<file path="src/rtl/enigma_sequencer.sv">
// Purpose : sequences one shared rotor/reflector substitution stage to encipher a character
//           (odometer step with double-step, then seven stage passes r1f r2f r3f refl r3b r2b r1b).
// Latency : accept at edge T -> out_valid sampled at T+2+7(L+1) for stage latency L; pass-through symbols at T+1.
// Backpr. : one character in flight; in_ready low outside IDLE; OUT holds dout/out_valid until out_ready.
//
// Ports:
//   i_clk, i_reset            clock, asynchronous active-high reset
//   i_set, i_off1..3          load rotor positions (mod ALPHA), abort transaction, clear err
//   i_en                      allows acceptance of new characters
//   i_in_valid/o_in_ready     input character handshake, i_din symbol index
//   o_stg_valid/sel/dir/din   one-cycle request to the shared stage
//   i_stg_done/i_stg_dout     stage result
//   o_pos1..3                 current rotor positions
//   o_out_valid/i_out_ready   output handshake, o_dout enciphered symbol
//   o_err                     sticky stage-timeout flag
module enigma_sequencer #(
   parameter int ALPHA   = 26,
   parameter int NOTCH1  = 16,
   parameter int NOTCH2  = 4,
   parameter int TIMEOUT = 255
) (
   input  logic       i_clk,
   input  logic       i_reset,
   input  logic       i_set,
   input  logic       i_en,
   input  logic [4:0] i_off1,
   input  logic [4:0] i_off2,
   input  logic [4:0] i_off3,
   input  logic       i_in_valid,
   output logic       o_in_ready,
   input  logic [7:0] i_din,
   output logic       o_stg_valid,
   output logic [1:0] o_stg_sel,
   output logic       o_stg_dir,
   output logic [7:0] o_stg_din,
   input  logic       i_stg_done,
   input  logic [7:0] i_stg_dout,
   output logic [4:0] o_pos1,
   output logic [4:0] o_pos2,
   output logic [4:0] o_pos3,
   output logic       o_out_valid,
   input  logic       i_out_ready,
   output logic [7:0] o_dout,
   output logic       o_err
);

   localparam logic [2:0] S_IDLE  = 3'd0;
   localparam logic [2:0] S_STEP  = 3'd1;
   localparam logic [2:0] S_ISSUE = 3'd2;
   localparam logic [2:0] S_WAIT  = 3'd3;
   localparam logic [2:0] S_OUT   = 3'd4;

   localparam logic [7:0] ALPHA8   = 8'(ALPHA);
   localparam logic [4:0] ALPHA5   = 5'(ALPHA);
   localparam logic [4:0] LAST5    = 5'(ALPHA - 1);
   localparam logic [4:0] NOTCH1_5 = 5'(NOTCH1);
   localparam logic [4:0] NOTCH2_5 = 5'(NOTCH2);
   localparam logic [7:0] TMO_LAST = 8'(TIMEOUT - 1);
   localparam logic [2:0] PASS_LAST = 3'd6;

   logic [2:0] r_state;
   logic [4:0] r_pos1, r_pos2, r_pos3;
   logic [2:0] r_pass;
   logic [7:0] r_data;
   logic [7:0] r_tmo;
   logic       r_err;

   logic       w_accept;
   logic       w_step2;
   logic       w_step3;
   logic [2:0] w_back_idx;

   // Offsets are 5 bits wide, so a single conditional subtract reduces them mod ALPHA.
   function automatic logic [4:0] f_mod(input logic [4:0] v);
      return (v >= ALPHA5) ? (v - ALPHA5) : v;
   endfunction

   function automatic logic [4:0] f_inc(input logic [4:0] v);
      return (v == LAST5) ? 5'd0 : (v + 5'd1);
   endfunction

   assign o_in_ready = (r_state == S_IDLE) & i_en & ~i_set;
   assign w_accept   = i_in_valid & o_in_ready;

   // Odometer carries evaluated on pre-step positions; pos2 == NOTCH2 is the double-step.
   assign w_step2 = (r_pos1 == NOTCH1_5) | (r_pos2 == NOTCH2_5);
   assign w_step3 = (r_pos2 == NOTCH2_5);

   // Passes 4..6 walk the rotors back down: 6-pass gives rotor 2,1,0.
   assign w_back_idx = PASS_LAST - r_pass;

   always_ff @(posedge i_clk or posedge i_reset) begin
      if (i_reset) begin
         r_state <= S_IDLE;
         r_pos1  <= 5'd0;
         r_pos2  <= 5'd0;
         r_pos3  <= 5'd0;
         r_pass  <= 3'd0;
         r_data  <= 8'd0;
         r_tmo   <= 8'd0;
         r_err   <= 1'b0;
      end else if (i_set) begin
         r_state <= S_IDLE;
         r_pos1  <= f_mod(i_off1);
         r_pos2  <= f_mod(i_off2);
         r_pos3  <= f_mod(i_off3);
         r_pass  <= 3'd0;
         r_tmo   <= 8'd0;
         r_err   <= 1'b0;
      end else begin
         case (r_state)
            S_IDLE: begin
               if (w_accept) begin
                  r_data  <= i_din;
                  r_state <= (i_din < ALPHA8) ? S_STEP : S_OUT;
               end
            end
            S_STEP: begin
               r_pos1 <= f_inc(r_pos1);
               if (w_step2) r_pos2 <= f_inc(r_pos2);
               if (w_step3) r_pos3 <= f_inc(r_pos3);
               r_pass  <= 3'd0;
               r_state <= S_ISSUE;
            end
            S_ISSUE: begin
               r_tmo   <= 8'd0;
               r_state <= S_WAIT;
            end
            S_WAIT: begin
               if (i_stg_done) begin
                  r_data <= i_stg_dout;
                  if (r_pass == PASS_LAST) begin
                     r_state <= S_OUT;
                  end else begin
                     r_pass  <= r_pass + 3'd1;
                     r_state <= S_ISSUE;
                  end
               end else if (r_tmo == TMO_LAST) begin
                  // Stage is unresponsive: drop the character, flag it.
                  r_err   <= 1'b1;
                  r_state <= S_IDLE;
               end else begin
                  r_tmo <= r_tmo + 8'd1;
               end
            end
            S_OUT: begin
               if (i_out_ready) r_state <= S_IDLE;
            end
            default: r_state <= S_IDLE;
         endcase
      end
   end

   // Stage select/direction are decoded from the pass counter, so they hold
   // naturally through WAIT (the counter only moves on the WAIT->ISSUE edge).
   assign o_stg_valid = (r_state == S_ISSUE);
   assign o_stg_sel   = (r_pass <= 3'd3) ? r_pass[1:0] : w_back_idx[1:0];
   assign o_stg_dir   = (r_pass >= 3'd4);
   assign o_stg_din   = r_data;

   assign o_pos1      = r_pos1;
   assign o_pos2      = r_pos2;
   assign o_pos3      = r_pos3;
   assign o_out_valid = (r_state == S_OUT);
   assign o_dout      = r_data;
   assign o_err       = r_err;

endmodule

</file>
<file path="config.mk">
export PLATFORM = sky130hd
export DESIGN_NAME = enigma_sequencer
export DESIGN_NICKNAME = d
export VERILOG_FILES = /design/src/rtl/enigma_sequencer.sv
export SDC_FILE = /design/constraint.sdc
export NUM_CORES = 1
export LEC_CHECK = 0
export CAP_MARGIN = 40
export CORE_MARGIN = 5
export CORE_UTILIZATION = 64
export DETAILED_ROUTE_END_ITERATION = 10
export DONT_BUFFER_PORTS = 1
export MAX_ROUTING_LAYER = met4
export PLACE_DENSITY = 0.79
export SYNTH_ARGS = -nofsm -noshare
export SYNTH_HDL_FRONTEND = slang
export SYNTH_SLANG_ARGS = --single-unit
</file>
<file path="constraint.sdc">
create_clock -name i_clk -period 2.2 [get_ports i_clk]
set_clock_uncertainty 0.1 [all_clocks]
set_input_delay 0.11 -clock i_clk [delete_from_list [all_inputs] [get_ports i_clk]]
set_output_delay 0.11 -clock i_clk [all_outputs]
set_load 0.01 [all_outputs]
</file>
==> impl_results.md, run 1 <==
- Most instantiated library cell after synthesis: dfrtp_1
- DP Worst Slack: slightly above 0.2 ns
- Total core area: approximately 4000 sq um
- VDD IR-drop max: 0.000373 V
- Antenna Cells: 0
- WL per Instance: 17.6 microns
- Cell variety after synth: 60
- Die width: roughly 75 microns
- Status: completed
- First-pass detailed-route iteration total: 4
- Max Buffers Root-to-Sink: 2
- Worst slew margin: 68.0%
- Nets@finish: 390
- Initial antenna violation count: 0
- WS Path Type: flip-flop to flip-flop
- Placement Rows: 23
- Cell taking the most area after synthesis: dfrtp_1
- CTS tree: done
- Final setup viols: 0
- Buffers on Ports: 0
- Synth Flop Type: dfrtp_1
- CTS root buffer: clkbuf_8
- Inserted Clock Buffers: 5
- Layout cells sized above 1: 8.33%
- Pin count of the biggest net entering global routing: 39
- Max Slew Vio Count: 0
- DRC: 0
- Tcrit/Tclk final: 94.1%
- Flops & latches, synth: 38
- Mapped Area: ~2700 sq um
- Flop2flop setup slack: about 0.13 ns
- CP max FO: 5
- Achievable Freq: 483 MHz
- Share of the synthesized area in the top cell type: between 30% and 40%
- Post-DRT Antenna Nets: 0
- Critical Path RT: 2.33 ns
- Post-CTS setup buffer count: 0
- Final Critical Period: 2.07 ns
- Die height: 74.8 microns
- Type of origin of the critical path: flip-flop
- Setup_tns: 0 ns
- Synth async-reset ratio: 100%
- Clock Latency Late Sink: about 0.30 ns
- Gr ovfl total: 0
- Sequential area share after synthesis: 35.3%
- Die area: 5600 sq um
- Final GP Congestion: 0.904
- Fill cell count: 288
- Vias in the first global route: 2419
- Sink Count: 38
- Final hold violation count: 0
- Worst-Margin Slew: around 0.48 ns
- Crit. End Element: flip-flop
- Initial Util: 66.8%
- Dpl hpwl: about 4400 microns
- Post-synth net total: ~360
- Final WL: 6810 microns
- Clock slew at reported path FFs: 0.07 ns
- Via count: about 2400
- Layout area overhead: 18.4%
- PwrDens: 626 nW/um^2
- Synth top area cells: dfrtp_1, ha_1, inv_1, a21oi_1, nand2_1
- Initial DRC count: 124
- First-pass GRT wire length: ~11000 microns
- Yosys warnings: 0
- H-tree levels: 2
- Post-Synthesis Cells: 307
- Worst Path Arrival: 2.20 ns
- Number of flops mapped to enable cells by yosys: 0
- Max-cap check violation count: 0
- Leak pwr: 0.00137 uW
- I/O Pins: 76
- Avg Inst Size Synth: 8.77 sq um
- Final WS setup: 0.129 ns
- Synth cell count leaders: dfrtp_1, inv_1, nand2_1
- Detail-routed via count per cell: 6.33
- Total Routing Usage GR: 26.6%
- Hold Path Class: input pin to flip-flop
[registers in the layout, summed over array words and instances, names as in the netlist]
name	cells
o_dout	8
o_err	1
o_pos2	5
o_pos1	5
r_tmo	8
r_state	3
r_pass	3
o_pos3	5
[path summary, 6_finish.rpt]
check                           startpoint  cells past startpoint         to
max in group asynchronous          i_reset                      3  o_pos3[4]
worst max-delay path             o_pos1[1]                      6  o_pos1[0]
worst max register to register   o_pos1[1]                      6  o_pos1[0]
min in group asynchronous          i_reset                      3  o_dout[1]
worst min register to register    r_tmo[6]                      2   r_tmo[6]
worst min-delay path             i_off1[3]                      3  o_pos1[4]
[cell families after synthesis]
| family | Yosys count | synth area share [%] |
|---|---|---|
| adders and majority gates | 17 | 7.90 |
| muxes | 7 | 2.70 |
| and+or+nand+nor | 98 | 20.5 |
| xor gates and xnor gates | 1 | 0.325 |
| buffers and inverters | 52 | 8.79 |
| AOI/OAI and AO/OA | 94 | 24.5 |
| DFF | 38 | 35.3 |
[cell type report]
| type | instances | area, sq um | share of cell area [%] |
|---|---|---|---|
| multi-input combinational | 217 | 1520 | 47.6 |
| tap | 50 | 62.6 | 1.96 |
| clock inverter | 2 | 60.1 | 1.88 |
| timing repair buffer | 40 | 390 | 12.2 |
| inverter | 33 | 124 | 3.89 |
| clock buffer | 6 | 82.6 | 2.59 |
| sequential | 38 | 951 | 29.8 |
[per-stage QoR]
| stage | power [uW] | cells | cell area [sq um] | util, % | hold slack, ns |
|---|---|---|---|---|---|
| global placement | 1180 | 344 | 2690 | 66.7 | 0.0435 |
| CTS | 1980 | 385 | 3160 | 78.4 | 0.000448 |
| floorplan | 1160 | 307 | 2690 | - | 0.137 |
| finish | 1990 | 386 | 3190 | 79.1 | 0.00938 |
| detailed placement | 1190 | 344 | 2690 | 66.7 | 0.0445 |
| global route | 2080 | 386 | 3190 | 79.1 | 0.0270 |
[metal layers]
layer | wire [microns] | part of all wire (%) | track usage, % | vias to the layer above
li1 | - | - | - | 1172
met1 | 2850 | 42 | 32.1 | 1189
met2 | 3450 | 51 | 44.3 | 71
met3 | 405 | 6.0 | 4.81 | 12
met4 | 99 | 1.5 | 9.68 | 0
met5 | 0 | 0 | - | -
[cell usage in the layout (no fill, tap or decap), types with 3 or more instances in the layout]
cell type and count:
a211o_1 6, a21oi_1 18, a2bb2oi_1 3, a31oi_1 7, a41oi_1 4, and3_1 4, buf_4 6, clkbuf_8 6
dfrtp_1 38, dlygate4sd3_1 33, ha_1 17, inv_1 33, mux2i_1 5, nand2_1 22, nand2b_1 7, nand3_1 14
nand4_1 4, nor2_1 17, nor3_1 7, o211ai_1 8, o21ai_0 15, o22ai_1 8
[critical path, stage by stage (launching register included)]
cell and delay (ns):
dfrtp_1 0.47, inv_1 0.09, ha_1 0.20, a41oi_2 0.26, nand2_1 0.13, o221ai_1 0.20, dlygate4sd3_1 0.58
[repair_timing]
item / in CTS / in global routing
setup endpoints to repair: 0 / 2
gates resized for setup: 0 / 3
hold endpoints to repair: 71 / 0
hold buffers: 33 / 0
[where the power goes]
group	internal [uW]	switching (uW)	total, uW
Combinational	162	165	327
Clock	484	265	749
Sequential	769	150	919
Note: power is estimated with default switching activity, not from simulation.
==> inputs of run 2 (changes only) <==
- ABC_AREA: unset -> 1
==> run 2 against run 1 <==
Worst hold slack worse by 0.00071 ns. Sequential cell count is the same. Synthesized cell count up 27%.
==> impl_results.md, run 2 <==
- Worst-Margin Slew: 0.631 ns (+0.152 ns)
- Finished Layout Cells: 467 (+21%)
- Hold Path Class: input pin to flip-flop
- Mapped Area: 2830 sq um (+5.1%)
- Largest family of logic cells by synthesized area: simple AND/OR/NAND/NOR gates
- Initial antenna violation count: 0 (unchanged)
- Antenna Cells: 0 (unchanged)
- FF-to-FF End: o_dout[7]
- Share of the synthesized area in the top cell type: 33.6% (-1.7 points)
- Area of the multi-input gates: 1580 sq um (+4.0%)
- Buffers on Ports: 0 (unchanged)
- Dpl cells: 427 (+24%)
- Max-cap check violation count: 0 (unchanged)
- R2R cell count: 6 (unchanged)
- Number of flops mapped to enable cells by yosys: 0 (unchanged)
- Synth cell count leaders: nand2_1, nand3_1, inv_1
- Sequential area share after synthesis: 33.6% (-1.7 points)
- Gr ovfl total: 0 (unchanged)
- Clock slew at reported path FFs: 0.08 ns (about the same)
- Max Slew Vio Count: 0 (unchanged)
- Synth async-reset ratio: 100% (unchanged)
- Resized Gates After CTS: 0 (unchanged)
- Flops & latches, synth: 38 (unchanged)
- Initial DRC count: 204 (+65%)
- VDD IR-drop max: 0.000506 V (+36%)
- Yosys warnings: 0 (unchanged)
- Worst slew margin: 57.8% (-10 points)
- WHS Endpoint: o_pos2[3]
- Vias in the first global route: 2502 (+3.4%)
- Simple-gate portion of the synthesized area: 31.8% (+11 points)
- Most common cell after layout, fill and taps aside: nand2_1
- DP Worst Slack: 0.515 ns (+0.312 ns)
- Area after DPL: 2800 sq um (+4.2%)
- Final GP Congestion: 0.929 (+2.7%)
- Worst-path cell chain: nand2_2 -> nor2_4 -> buf_4 -> mux2i_1 -> dlygate4sd3_1 -> o21ai_2
- Final setup viols: 0 (unchanged)
- First-pass detailed-route iteration total: 4 (unchanged)
- Die width: 76.5 microns (+2.2%)
- RR Startpoint: r_state[0]
- Placement Rows: 24 (+4.3%)
- WS Path Type: flip-flop to flip-flop
- Status: completed
- Multiplexer area fraction after synthesis: 2.83% (+0.13 points)
- Type of origin of the critical path: flip-flop
- CTS tree: done
- Max Buffers Root-to-Sink: 2 (unchanged)
- Flop2flop setup slack: 0.12 ns (about the same)
- Sink Count: 38 (unchanged)
- Via count: 2642 (+8.1%)
- Setup_tns: 0 ns (unchanged)
- Initial Util: 65.4% (-1.4 points)
- CP delay by family, top: buffers and inverters
- Nets@finish: 470 (+21%)
- Tcrit/Tclk final: 94.8% (+0.62 points)
- First-pass GRT wire length: 11700 microns (+5.8%)
- Final WL: 6960 microns (+2.2%)
- Layout cells sized above 1: 8.19% (-0.14 points)
- Detail-routed via count per cell: 5.66 (-11%)
- Unrepaired setup endpoints after global routing: no
- CP max stage cell: dlygate4sd3_1
- Xor/xnor share of the synthesized area: 2.17% (+1.8 points)
- CP max FO: 11 (+6)
- Achievable Freq: 480 MHz (-0.65%)
- WL per Instance: 14.9 microns (-16%)
- Avg Inst Size Synth: 7.27 sq um (-17%)
- Final Critical Period: 2.08 ns (+0.0136 ns)
- Total Routing Usage GR: 24.9% (-1.7 points)
- Slowest stage delay, CP: 0.64 ns (+0.06 ns)
- Hold path startpoint: i_off2[3]
- Final hold violation count: 0 (unchanged)
- Total core area: 4320 sq um (+7.3%)
- FF+latch area: 951 sq um (unchanged)
- Inserted Clock Buffers: 5 (unchanged)
- Fin util: 74.2% (-4.9 points)
- Final WS setup: 0.115 ns (-0.0136 ns)
- Critical Path RT: 2.27 ns (-0.06 ns)
- Post-CTS setup buffer count: 0 (unchanged)
- Post-DRT Antenna Nets: 0 (unchanged)
- Die area: 5850 sq um (+4.4%)
- Most instantiated library cell after synthesis: nand2_1
- Hold Crit Depth: 4 (+1)
- Post-synth net total: 444 (+23%)
- CTS root buffer: clkbuf_8
- Worst Path Arrival: 2.16 ns (-0.04 ns)
- PwrDens: 682 nW/um^2 (+9.0%)
- Die height: 76.5 microns (+2.2%)
- Post-Synthesis Cells: 389 (+27%)
- DRC: 0 (unchanged)
- Cell variety after synth: 34 (-43%)
- Pin count of the biggest net entering global routing: 21 (-46%)
- Leak pwr: 0.00158 uW (+15%)
- Crit path buffers/inverters: 2 (unchanged)
- Crit. End Element: flip-flop
- Synth Flop Type: dfrtp_1
- Compound-Gate Fraction of Synth Area: 11.5% (-13 points)
- Dpl hpwl: 4810 microns (+10%)
- Most frequent cells in the layout: nand2_1, nand3_1, inv_1, dfrtp_1, nor2_1
- Cell taking the most area after synthesis: dfrtp_1
- Synth top area cells: dfrtp_1, nand2_1, nand3_1, ha_1, inv_1
- Clock Latency Late Sink: 0.29 ns (about the same)
- Fill cell count: 327 (+14%)
- H-tree levels: 2 (unchanged)
- Adder-Cell Fraction of Synth Area: 7.52% (-0.38 points)
- Final non-filler cell area: 3210 sq um (+0.71%)
- I/O Pins: 76 (unchanged)
- Layout area overhead: 13.4%
-- run 2: cell count changes after synthesis, sizes merged, moves of 7 or more --
cell / delta
inv: +16
nand2: +74
nand2b: -7
nand3: +37
nor2: +24
o21ai: +13
o22ai: -7
-- run 2: cell type report --
cell class | count | share of cell area (%)
repair buffers | 36 | 11.0
inverters | 49 | 5.73
clock buffers | 5 | 2.14
well taps | 52 | 2.03
multi-input cells | 285 | 49.2
clock inverters | 2 | 0.312
flip-flops and latches | 38 | 29.6
-- run 2: cell families (layout without fill, tap and decap cells) --
| logic type | after synthesis | after routing |
|---|---|---|
| fa+ha+maj | 17 | 17 |
| mux | 8 | 8 |
| simple gates | 197 | 197 |
| xor+xnor | 7 | 7 |
| buf+inv | 66 | 92 |
| compound gates | 56 | 56 |
| flops | 38 | 38 |
-- run 2: how the worst max path moves through the flow --
stage / cells after the start / end / from
2_1_floorplan: 7 / o_pos2[3] / o_pos2[1]
3_3_place_gp: 7 / o_pos2[3] / o_pos2[1]
3_5_place_dp: 7 / o_pos3[2] / r_state[2]
4_1_cts: 6 / o_dout[3] / r_state[0]
5_1_grt: 6 / o_dout[7] / r_state[0]
6_report: 6 / o_dout[7] / r_state[0]
-- run 2: where the power goes --
group          internal (uW)  switching, uW
Sequential               832            295
Combinational            258            350
Clock                    213            242
-- run 2: per-layer routing --
metal	share of wire [%]	wire, microns	track usage (%)
met1	41	2830	29.8
met2	51	3540	42.0
met3	7.0	488	6.38
met4	1.5	102	5.94
met5	0	0	-
-- run 2: tightest hold or removal path: cells and delay by family --
kind            cells  cell delay, ns
compound gates      2            0.12
simple gates        2            0.12
-- run 2: metrics by stage --
step | power (uW) | hold slack, ns
after floorplan | 1610 | 0.190
after global placement | 1660 | -0.0440
after detailed placement | 1680 | -0.0262
after CTS | 2180 | 0.00240
after global routing | 2360 | 0.0322
final | 2190 | 0.00867
-- run 2: timing repair --
item                       CTS  global route
hold buffers                33             0
hold endpoints to repair    62             0
setup endpoints to repair    0             0
